### src/rtl/game_state_ctrl_pkg.sv
// Shared types, field widths and default game constants for the game-level controller.
package game_pkg;

    typedef enum logic [2:0] {
        IDLE,
        PLAY,
        HIT_PAUSE,
        WIN,
        LOSE
    } game_state_t;

    localparam int LIVES_W  = 2;
    localparam int ALIENS_W = 6;
    localparam int SCORE_W  = 16;
    localparam int FRAME_W  = 9;

    localparam int DEF_NUM_ALIENS       = 55;
    localparam int DEF_START_LIVES      = 3;
    localparam int DEF_POINTS_PER_ALIEN = 10;
    localparam int DEF_PAUSE_FRAMES     = 90;
    localparam int DEF_BANNER_FRAMES    = 360;

endpackage

### src/rtl/game_state_ctrl_frame_timer.sv
// Frame down-counter shared by the hit pause and the win/lose banner hold.
module frame_timer
    import game_pkg::*;
(
    input  logic               clk,
    input  logic               rst,
    input  logic               load,
    input  logic [FRAME_W-1:0] load_val,
    input  logic               vsync_tick,
    output logic               done
);

    logic [FRAME_W-1:0] count;

    // A load wins over a coincident tick, so the entry frame is never counted.
    always_ff @(posedge clk or negedge rst) begin
        if (!rst) begin
            count <= '0;
        end else if (load) begin
            count <= load_val;
        end else if (vsync_tick && (count != '0)) begin
            count <= count - 1'b1;
        end
    end

    assign done = (count == '0);

endmodule

### src/rtl/game_state_ctrl.sv
// Game-level FSM: tracks lives, aliens and score, and drives the banner and freeze flags.
module game_state_ctrl
    import game_pkg::*;
#(
    parameter int NUM_ALIENS       = DEF_NUM_ALIENS,
    parameter int START_LIVES      = DEF_START_LIVES,
    parameter int POINTS_PER_ALIEN = DEF_POINTS_PER_ALIEN,
    parameter int PAUSE_FRAMES     = DEF_PAUSE_FRAMES,
    parameter int BANNER_FRAMES    = DEF_BANNER_FRAMES
) (
    input  logic                clk,
    input  logic                rst,
    input  logic                vsync_tick,
    input  logic                start_btn,
    input  logic                alien_hit,
    input  logic                player_hit,
    input  logic                invasion,
    output logic                game_active,
    output logic                freeze,
    output logic                winner,
    output logic                loser,
    output logic [LIVES_W-1:0]  lives,
    output logic [ALIENS_W-1:0] aliens_left,
    output logic [SCORE_W-1:0]  score
);

    game_state_t        state;
    game_state_t        next_state;
    logic               start_q;
    logic               start_edge;
    logic               timer_load;
    logic [FRAME_W-1:0] timer_val;
    logic               timer_done;
    logic               game_active_d;
    logic               freeze_d;
    logic               winner_d;
    logic               loser_d;

    function automatic logic [SCORE_W-1:0] add_sat_score(input logic [SCORE_W-1:0] a);
        logic [SCORE_W:0] sum;
        sum = {1'b0, a} + (SCORE_W+1)'(POINTS_PER_ALIEN);
        return sum[SCORE_W] ? {SCORE_W{1'b1}} : sum[SCORE_W-1:0];
    endfunction

    function automatic logic [ALIENS_W-1:0] dec_sat_aliens(input logic [ALIENS_W-1:0] a);
        return (a == '0) ? '0 : a - 1'b1;
    endfunction

    function automatic logic [LIVES_W-1:0] dec_sat_lives(input logic [LIVES_W-1:0] a);
        return (a == '0) ? '0 : a - 1'b1;
    endfunction

    // Resetting the edge register to 1 stops a button held through reset from starting a game.
    always_ff @(posedge clk or negedge rst) begin
        if (!rst) begin
            start_q <= 1'b1;
        end else begin
            start_q <= start_btn;
        end
    end

    assign start_edge = start_btn && !start_q;

    always_ff @(posedge clk or negedge rst) begin
        if (!rst) begin
            state <= IDLE;
        end else begin
            state <= next_state;
        end
    end

    always_comb begin
        next_state = state;
        case (state)
            IDLE: begin
                if (start_edge) next_state = PLAY;
            end
            PLAY: begin
                if (invasion || (player_hit && (lives == LIVES_W'(1)))) begin
                    next_state = LOSE;
                end else if (alien_hit && (aliens_left == ALIENS_W'(1))) begin
                    next_state = WIN;
                end else if (player_hit) begin
                    next_state = HIT_PAUSE;
                end
            end
            HIT_PAUSE: begin
                if (timer_done) next_state = PLAY;
            end
            WIN, LOSE: begin
                if (timer_done) next_state = IDLE;
            end
            default: next_state = IDLE;
        endcase
    end

    // Every timed state is entered from PLAY, so the timer loads on any exit from PLAY.
    assign timer_load = (state == PLAY) && (next_state != PLAY);
    assign timer_val  = (next_state == HIT_PAUSE) ? FRAME_W'(PAUSE_FRAMES)
                                                  : FRAME_W'(BANNER_FRAMES);

    frame_timer u_frame_timer (
        .clk        (clk),
        .rst        (rst),
        .load       (timer_load),
        .load_val   (timer_val),
        .vsync_tick (vsync_tick),
        .done       (timer_done)
    );

    always_comb begin
        game_active_d = (next_state == PLAY) || (next_state == HIT_PAUSE);
        freeze_d      = (next_state == HIT_PAUSE);
        winner_d      = (next_state == WIN);
        loser_d       = (next_state == LOSE);
    end

    always_ff @(posedge clk or negedge rst) begin
        if (!rst) begin
            game_active <= 1'b0;
            freeze      <= 1'b0;
            winner      <= 1'b0;
            loser       <= 1'b0;
        end else begin
            game_active <= game_active_d;
            freeze      <= freeze_d;
            winner      <= winner_d;
            loser       <= loser_d;
        end
    end

    // Counters only move in PLAY; banners and IDLE keep the last values on display.
    always_ff @(posedge clk or negedge rst) begin
        if (!rst) begin
            lives       <= '0;
            aliens_left <= '0;
            score       <= '0;
        end else if ((state == IDLE) && start_edge) begin
            lives       <= LIVES_W'(START_LIVES);
            aliens_left <= ALIENS_W'(NUM_ALIENS);
            score       <= '0;
        end else if (state == PLAY) begin
            if (alien_hit) begin
                aliens_left <= dec_sat_aliens(aliens_left);
                score       <= add_sat_score(score);
            end
            if (player_hit) begin
                lives <= dec_sat_lives(lives);
            end
        end
    end

endmodule

### config.mk
export PLATFORM = sky130hd
export DESIGN_NAME = game_state_ctrl
export DESIGN_NICKNAME = d
export VERILOG_FILES = /design/src/rtl/game_state_ctrl_pkg.sv /design/src/rtl/game_state_ctrl_frame_timer.sv /design/src/rtl/game_state_ctrl.sv
export SDC_FILE = /design/constraint.sdc
export NUM_CORES = 1
export LEC_CHECK = 0
export CORE_MARGIN = 10
export CORE_UTILIZATION = 35
export DETAILED_ROUTE_END_ITERATION = 16
export GPL_TIMING_DRIVEN = 1
export SLEW_MARGIN = 40
export SYNTH_ARGS = -nofsm -noshare
export SYNTH_HDL_FRONTEND = slang
export SYNTH_SLANG_ARGS = --single-unit
### constraint.sdc
create_clock -name clk -period 3.15 [get_ports clk]
set_clock_uncertainty 0.1 [all_clocks]
set_input_delay 0.4725 -clock clk [delete_from_list [all_inputs] [get_ports clk]]
set_output_delay 0.4725 -clock clk [all_outputs]
set_load 0.005 [all_outputs]
-- Word level (Yosys, flattened, before mapping)
Index checks and enable logic that the tools add are counted.
- add/sub/neg operators: 4
- equal/unequal tests: 11
- muxes and demuxes: 22
- reductions and logical operators: 21
- operator list (cell ; number):
    two-way mux 16 bit ; 4
    two-way mux 9 bit ; 3
    two-way mux 6 bit ; 4
    two-way mux 3 bit ; 6
    adder 16 x 4 -> 17 bit (second input constant) ; 1
    equality test 3 x 2 -> 1 bit (second input constant) ; 4
    case mux 3 bit (4 select lines) ; 1
    logical NOT 9 bit ; 1
    nonzero test 9 bit ; 1
    subtractor 9 x 1 -> 9 bit (second input constant) ; 1
    two-way mux 2 bit ; 4
    nonzero test 2 bit ; 4
    equality test 3 x 1 -> 1 bit (second input constant) ; 2
    equality test 3 bit (second input constant) ; 2
    equality test 6 x 1 -> 1 bit (second input constant) ; 1
    logical AND 1 bit ; 6
    logical NOT 6 bit ; 1
    subtractor 6 x 1 -> 6 bit (second input constant) ; 1
    AND reduction 2 bit ; 2
    logical NOT 3 bit ; 1
    != test 3 x 1 -> 1 bit (second input constant) ; 1
    equality test 2 x 1 -> 1 bit (second input constant) ; 1
    logical NOT 2 bit ; 1
    logical OR 1 bit ; 2
    3 further kinds ; 3
- bits in registers: 41
- input port bits: 7
- logic and storage cells: 68

-- Logic depth before layout (Yosys ltp)
- depth in word-level cells: 8
- mapped depth: 8
- mapped depth without buffers: 8

-- By module
A second synthesis with hierarchy kept.
- cell total of the unflattened synthesis: 242
- area, all modules: 2314.7 µm²
- by module, submodules not included (module ; instances ; cells an instance ; area each (µm²) ; sequential area each (µm²)):
    game_state_ctrl ; 1 ; 167 ; 1690.4 ; 802.0
    frame_timer ; 1 ; 75 ; 624.3 ; 225.2

-- Worst setup path before layout
Ideal clock, no wire load.
- path type: flip-flop to flip-flop
- start point: reg u_frame_timer.count[0]
- end point: reg u_frame_timer.count[1]
- library setup time: 0.125 ns
- arrival: 2.557 ns
- data required time: 2.925 ns
- path slack: 0.368 ns
- cell stages (with the launch flop): 9
- path buffers: 0
- period minus slack after synthesis: 2.782 ns
- cell sequence: dfrtp_1 inv_1 ha_1 or4b_1 or2_4 xnor2_2 o221ai_2 a2111oi_4 mux2_2
- word-level cells in the longest chain between the ends: 6
- elaborated cells on any way between the ends: 14
- those cells by class: add/sub: 1; eq/ne: 2; mux: 6; reduce/logical: 5
- RTL lines (what ; line ; text):
    start: declaration ; game_state_ctrl_frame_timer.sv:13 ; logic [FRAME_W-1:0] count;
    start signal: assignment ; game_state_ctrl_frame_timer.sv:20 ; count <= load_val;
    start signal: assignment ; game_state_ctrl_frame_timer.sv:22 ; count <= count - 1'b1;
    logical NOT 9 bit (*) ; game_state_ctrl_frame_timer.sv:26 ; assign done = (count == '0);
    two-way mux 3 bit, on equally long branches ; game_state_ctrl.sv:91, game_state_ctrl.sv:88 ;
    case mux 3 bit (4 select lines) (*) ; game_state_ctrl.sv:74 ; case (state)
    net next_state[0] ; game_state_ctrl.sv:28 ; game_state_t next_state;
    equality test 3 x 2 -> 1 bit / != test 3 x 1 -> 1 bit (equally long branches) ; game_state_ctrl.sv:99, game_state_ctrl.sv:98 ;
    two-way mux 9 bit / logical AND 1 bit (equally long branches) ; game_state_ctrl.sv:99, game_state_ctrl.sv:98 ;
    two-way mux 9 bit / nonzero test 2 bit (equally long branches) ; n/a ;
The timed path passes the listed nets; every way through them passes the cells marked *. The select of a mux whose other input is x is not followed.
A chain may end at the register's enable or synchronous reset.

-- Worst setup path in the final report
- start point: reg u_frame_timer.count[0]
- end point: reg u_frame_timer.count[4]
Same word-level chain as after synthesis.

==> run_results.csv <==
group,metric,value,unit
floorplanning,pin_count,35,
power,swShare,32.23,%
floorplanning,rows,28,
yosys,synth.distinct_cells,44,
run,max_cap_viol_count,0,
power,p_seq_share,44.5,%
drt,wl,4765,um
drt,wl_per_cell,14.80,um
finish,antenna_cells,0,
yosys,yosysSeqAreaShare,49.25,%
yosys,ys_warn_count,0,
clock_network,clock-root-buffer,"clkbuf_8",
power,vdd_drop_max,0.3001,mV
clock_network,cts_tree,"built",
timing,grt_setup_unrepaired,"false",
timing,tns,0,ns
clock_network,clock_sinks,41,
placed_design,placed_area,0.002532,sq mm
placed_design,place_ws,0.2909,ns
timing,hold_viol,0,
worst_setup_path,arrival,2.93,ns
finish,nets,259,
clock_network,post-cts-setup-buffers,0,
worst_setup_path,start_kind,"flip-flop",
timing,relSlewSlack,60.53,%
timing,maxSlewViolCount,0,
min_path,min_path_type,"in2async",
worst_setup_path,reg2reg_to,"u_frame_timer.count[4]",
clock_network,cts_hold_buf,0,
floorplanning,dieHeight,97.20,um
drt,num_vias,1618,
drt,drtPass1Iterations,4,
timing,fin_ws,0.2911,ns
floorplanning,die_area,0.009447,sq mm
worst_setup_path,critPathLaunch,"u_frame_timer.count[0]",
worst_setup_path,max_stage_delay,0.54,ns
global_route,grt_pass1_vias,1725,
worst_setup_path,crit_fanout,5,
status,status,"finished, final reports clean",
worst_setup_path,path_cells,"inv_1 -> ha_1 -> or4b_1 -> or2_4 -> xnor2_2 -> o221ai_2 -> a2111oi_4 -> mux2_2",
clock_network,clk_latency,0.29,ns
finish,drive_gt1_share,10.53,%
yosys,ys.flop_type,"dfrtp_1",
worst_setup_path,reg2reg_slack,0.29,ns
drt,dr.first_iter.drc_count,71,
yosys,synth_edf_count,0,
timing,finalCriticalPeriod,2.859,ns
placed_design,dp_hpwl,3435,um
yosys,synth_fp_nets,218,
drt,ant_nets,0,
yosys,avgSynthCellArea,10.17,sq um
timing,tightest_slew,0.5858,ns
worst_setup_path,critPathKind,"reg2reg",
power,power_frac_comb,30.2,%
global_route,grt_max_degree,42,
worst_setup_path,end_kind,"flip-flop",
finish,postLayoutCellArea,0.002653,sq mm
placed_design,gp_congestion,0.8112,
clock_network,path_clk_slew,0.08,ns
power,p_leak,1.092,nW
drt,viasPerCell,5.025,
timing,setup_viol,0,
power,power-per-cell-area,663.4,mW/mm^2
worst_setup_path,crit_end,"u_frame_timer.count[4]",
yosys,syn-instance-count,205,
power,p_int,0.001193,W
global_route,globalRouteTotalUtil,10.57,%
worst_setup_path,cp.required,3.23,ns
finish,utilization,45.34,%
placed_design,port_buffers,34,
clock_network,post_cts_resized,0,
finish,area_growth,27.17,%
global_route,antenna_found_initial,0,
timing,fin_crit_sh,90.76,%
yosys,async_reset_ff_share,100.0,%
floorplanning,core_area,0.005851,sq mm
floorplanning,die_w,97.20,um
clock_network,cts_buffer_depth,2,
power,switching_power,0.0005671,W
worst_setup_path,r2r-start,"u_frame_timer.count[0]",
power,pwr-share-clk,25.3,%
clock_network,numCtsBuffers,5,
worst_setup_path,r2r_cells,8,
worst_setup_path,cp_slowest_cell,"a2111oi_4",
floorplanning,initial_utilization,35.65,%
yosys,ys_seq_elements,41,
timing,fmax,349.8,MHz
global_route,grt_pass1_wl,8569,um
drt,drc,0,
clock_network,h-tree-depth,2,
yosys,synthesis.area,0.002086,sq mm
global_route,grt_remaining_overflow,0,
cell usage in the layout, fill, tap and decap left out, types with 2 or more instances in the layout:
cell type,instances
a31oi_1,6
clkbuf_8,6
o211ai_1,2
and3_1,2
nand4_1,2
o21ai_0,18
nand3_1,8
nand2_1,19
mux2_2,2
and4_1,3
or3_1,2
xnor2_1,12
ha_1,6
dfrtp_1,40
buf_4,5
a21oi_1,7
xor2_1,7
inv_1,8
mux2i_1,3
nand2b_1,6
nor2_1,14
clkdlybuf4s50_1,33
nor3_1,11
power by group through the flow:
stage / Sequential [W] / Clock (W) / Combinational [W]
after global placement: 0.000794 / 0 / 0.000529
final: 0.000784 / 0.000445 / 0.000531
after global routing: 0.000808 / 0.000487 / 0.000611
after floorplan: 0.000760 / 0 / 0.000330
after CTS: 0.000786 / 0.000459 / 0.000542
after detailed placement: 0.000793 / 0 / 0.000537
worst max-delay path, delay by kind of cell, from the launching register on:
family,cells,cell delay (ns)
simple gates,2,0.72
fa+ha+maj,1,0.16
xor+xnor,1,0.15
mux,1,0.39
flops,1,0.38
buf+inv,1,0.13
compound gates,2,0.73
worst min path at each step:
stage                     endpoint  slack, ns  cells after the start
floorplan           aliens_left[0]       0.08                      0
global placement          score[0]       0.41                      2
detailed placement  aliens_left[4]       0.40                      1
CTS                       lives[1]       0.07                      1
global route        aliens_left[0]       0.07                      1
finish              aliens_left[0]       0.05                      1
final cells by class:
type / instances / area, sq um
flip-flops and latches: 41 / 1027
clock inverters: 2 / 37.54
inverters: 8 / 30.03
fillers: 566 / 3198
repair buffers: 38 / 367.9
well taps: 75 / 93.84
clock buffers: 6 / 82.58
multi-input cells: 152 / 1013
routing by layer:
metal	global-route usage, %	share of wire, %	routed length, um	vias to the layer above
met5	0	0	0	-
met4	3.746	0.86	41	0
met3	2.845	4.2	202	2
met2	16.51	47	2238	26
met1	13.60	48	2282	784
li1	-	-	-	806
synth_stat cells (2+ instances only):
| master | number | area (sq um) |
|---|---|---|
| dfrtp_1 | 40 | 1001 |
| nand2_1 | 19 | 71.32 |
| o21ai_0 | 18 | 90.09 |
| nor2_1 | 14 | 52.55 |
| xnor2_1 | 12 | 105.1 |
| nor3_1 | 11 | 55.05 |
| inv_1 | 8 | 30.03 |
| nand3_1 | 8 | 40.04 |
| a21oi_1 | 7 | 35.03 |
| xor2_1 | 7 | 61.31 |
| a31oi_1 | 6 | 37.54 |
| ha_1 | 6 | 75.07 |
| nand2b_1 | 6 | 37.54 |
| clkbuf_1 | 4 | 15.01 |
| and4_1 | 3 | 26.28 |
| mux2i_1 | 3 | 30.03 |
| and3_1 | 2 | 12.51 |
| mux2_2 | 2 | 22.52 |
| nand4_1 | 2 | 12.51 |
| o211ai_1 | 2 | 15.01 |
| or3_1 | 2 | 12.51 |
state kept, by name, summed over array words and instances (netlist names):
| register | count |
|---|---|
| lives | 2 |
| game_active | 1 |
| freeze | 1 |
| u_frame_timer.count | 9 |
| state | 3 |
| aliens_left | 6 |
| start_q | 1 |
| score | 16 |
| loser | 1 |
| winner | 1 |
stage by stage:
step	total power [W]	hold WS [ns]	std cells
floorplan	0.001090	0.07691	205
global placement	0.001323	0.4053	314
detailed placement	0.001330	0.3964	314
CTS	0.001787	0.06562	322
global route	0.001907	0.07481	322
finish	0.001760	0.04868	322
cells by family after synthesis:
group | count (synthesis) | share of synthesized area [%]
muxes | 5 | 2.519
and+or+nand+nor | 80 | 20.88
DFF | 41 | 49.25
adders and majority gates | 6 | 3.599
buffers and inverters | 12 | 2.159
xor gates and xnor gates | 20 | 8.758
AOI/OAI and AO/OA | 41 | 12.84
Note: power is estimated with default switching activity, not from simulation.
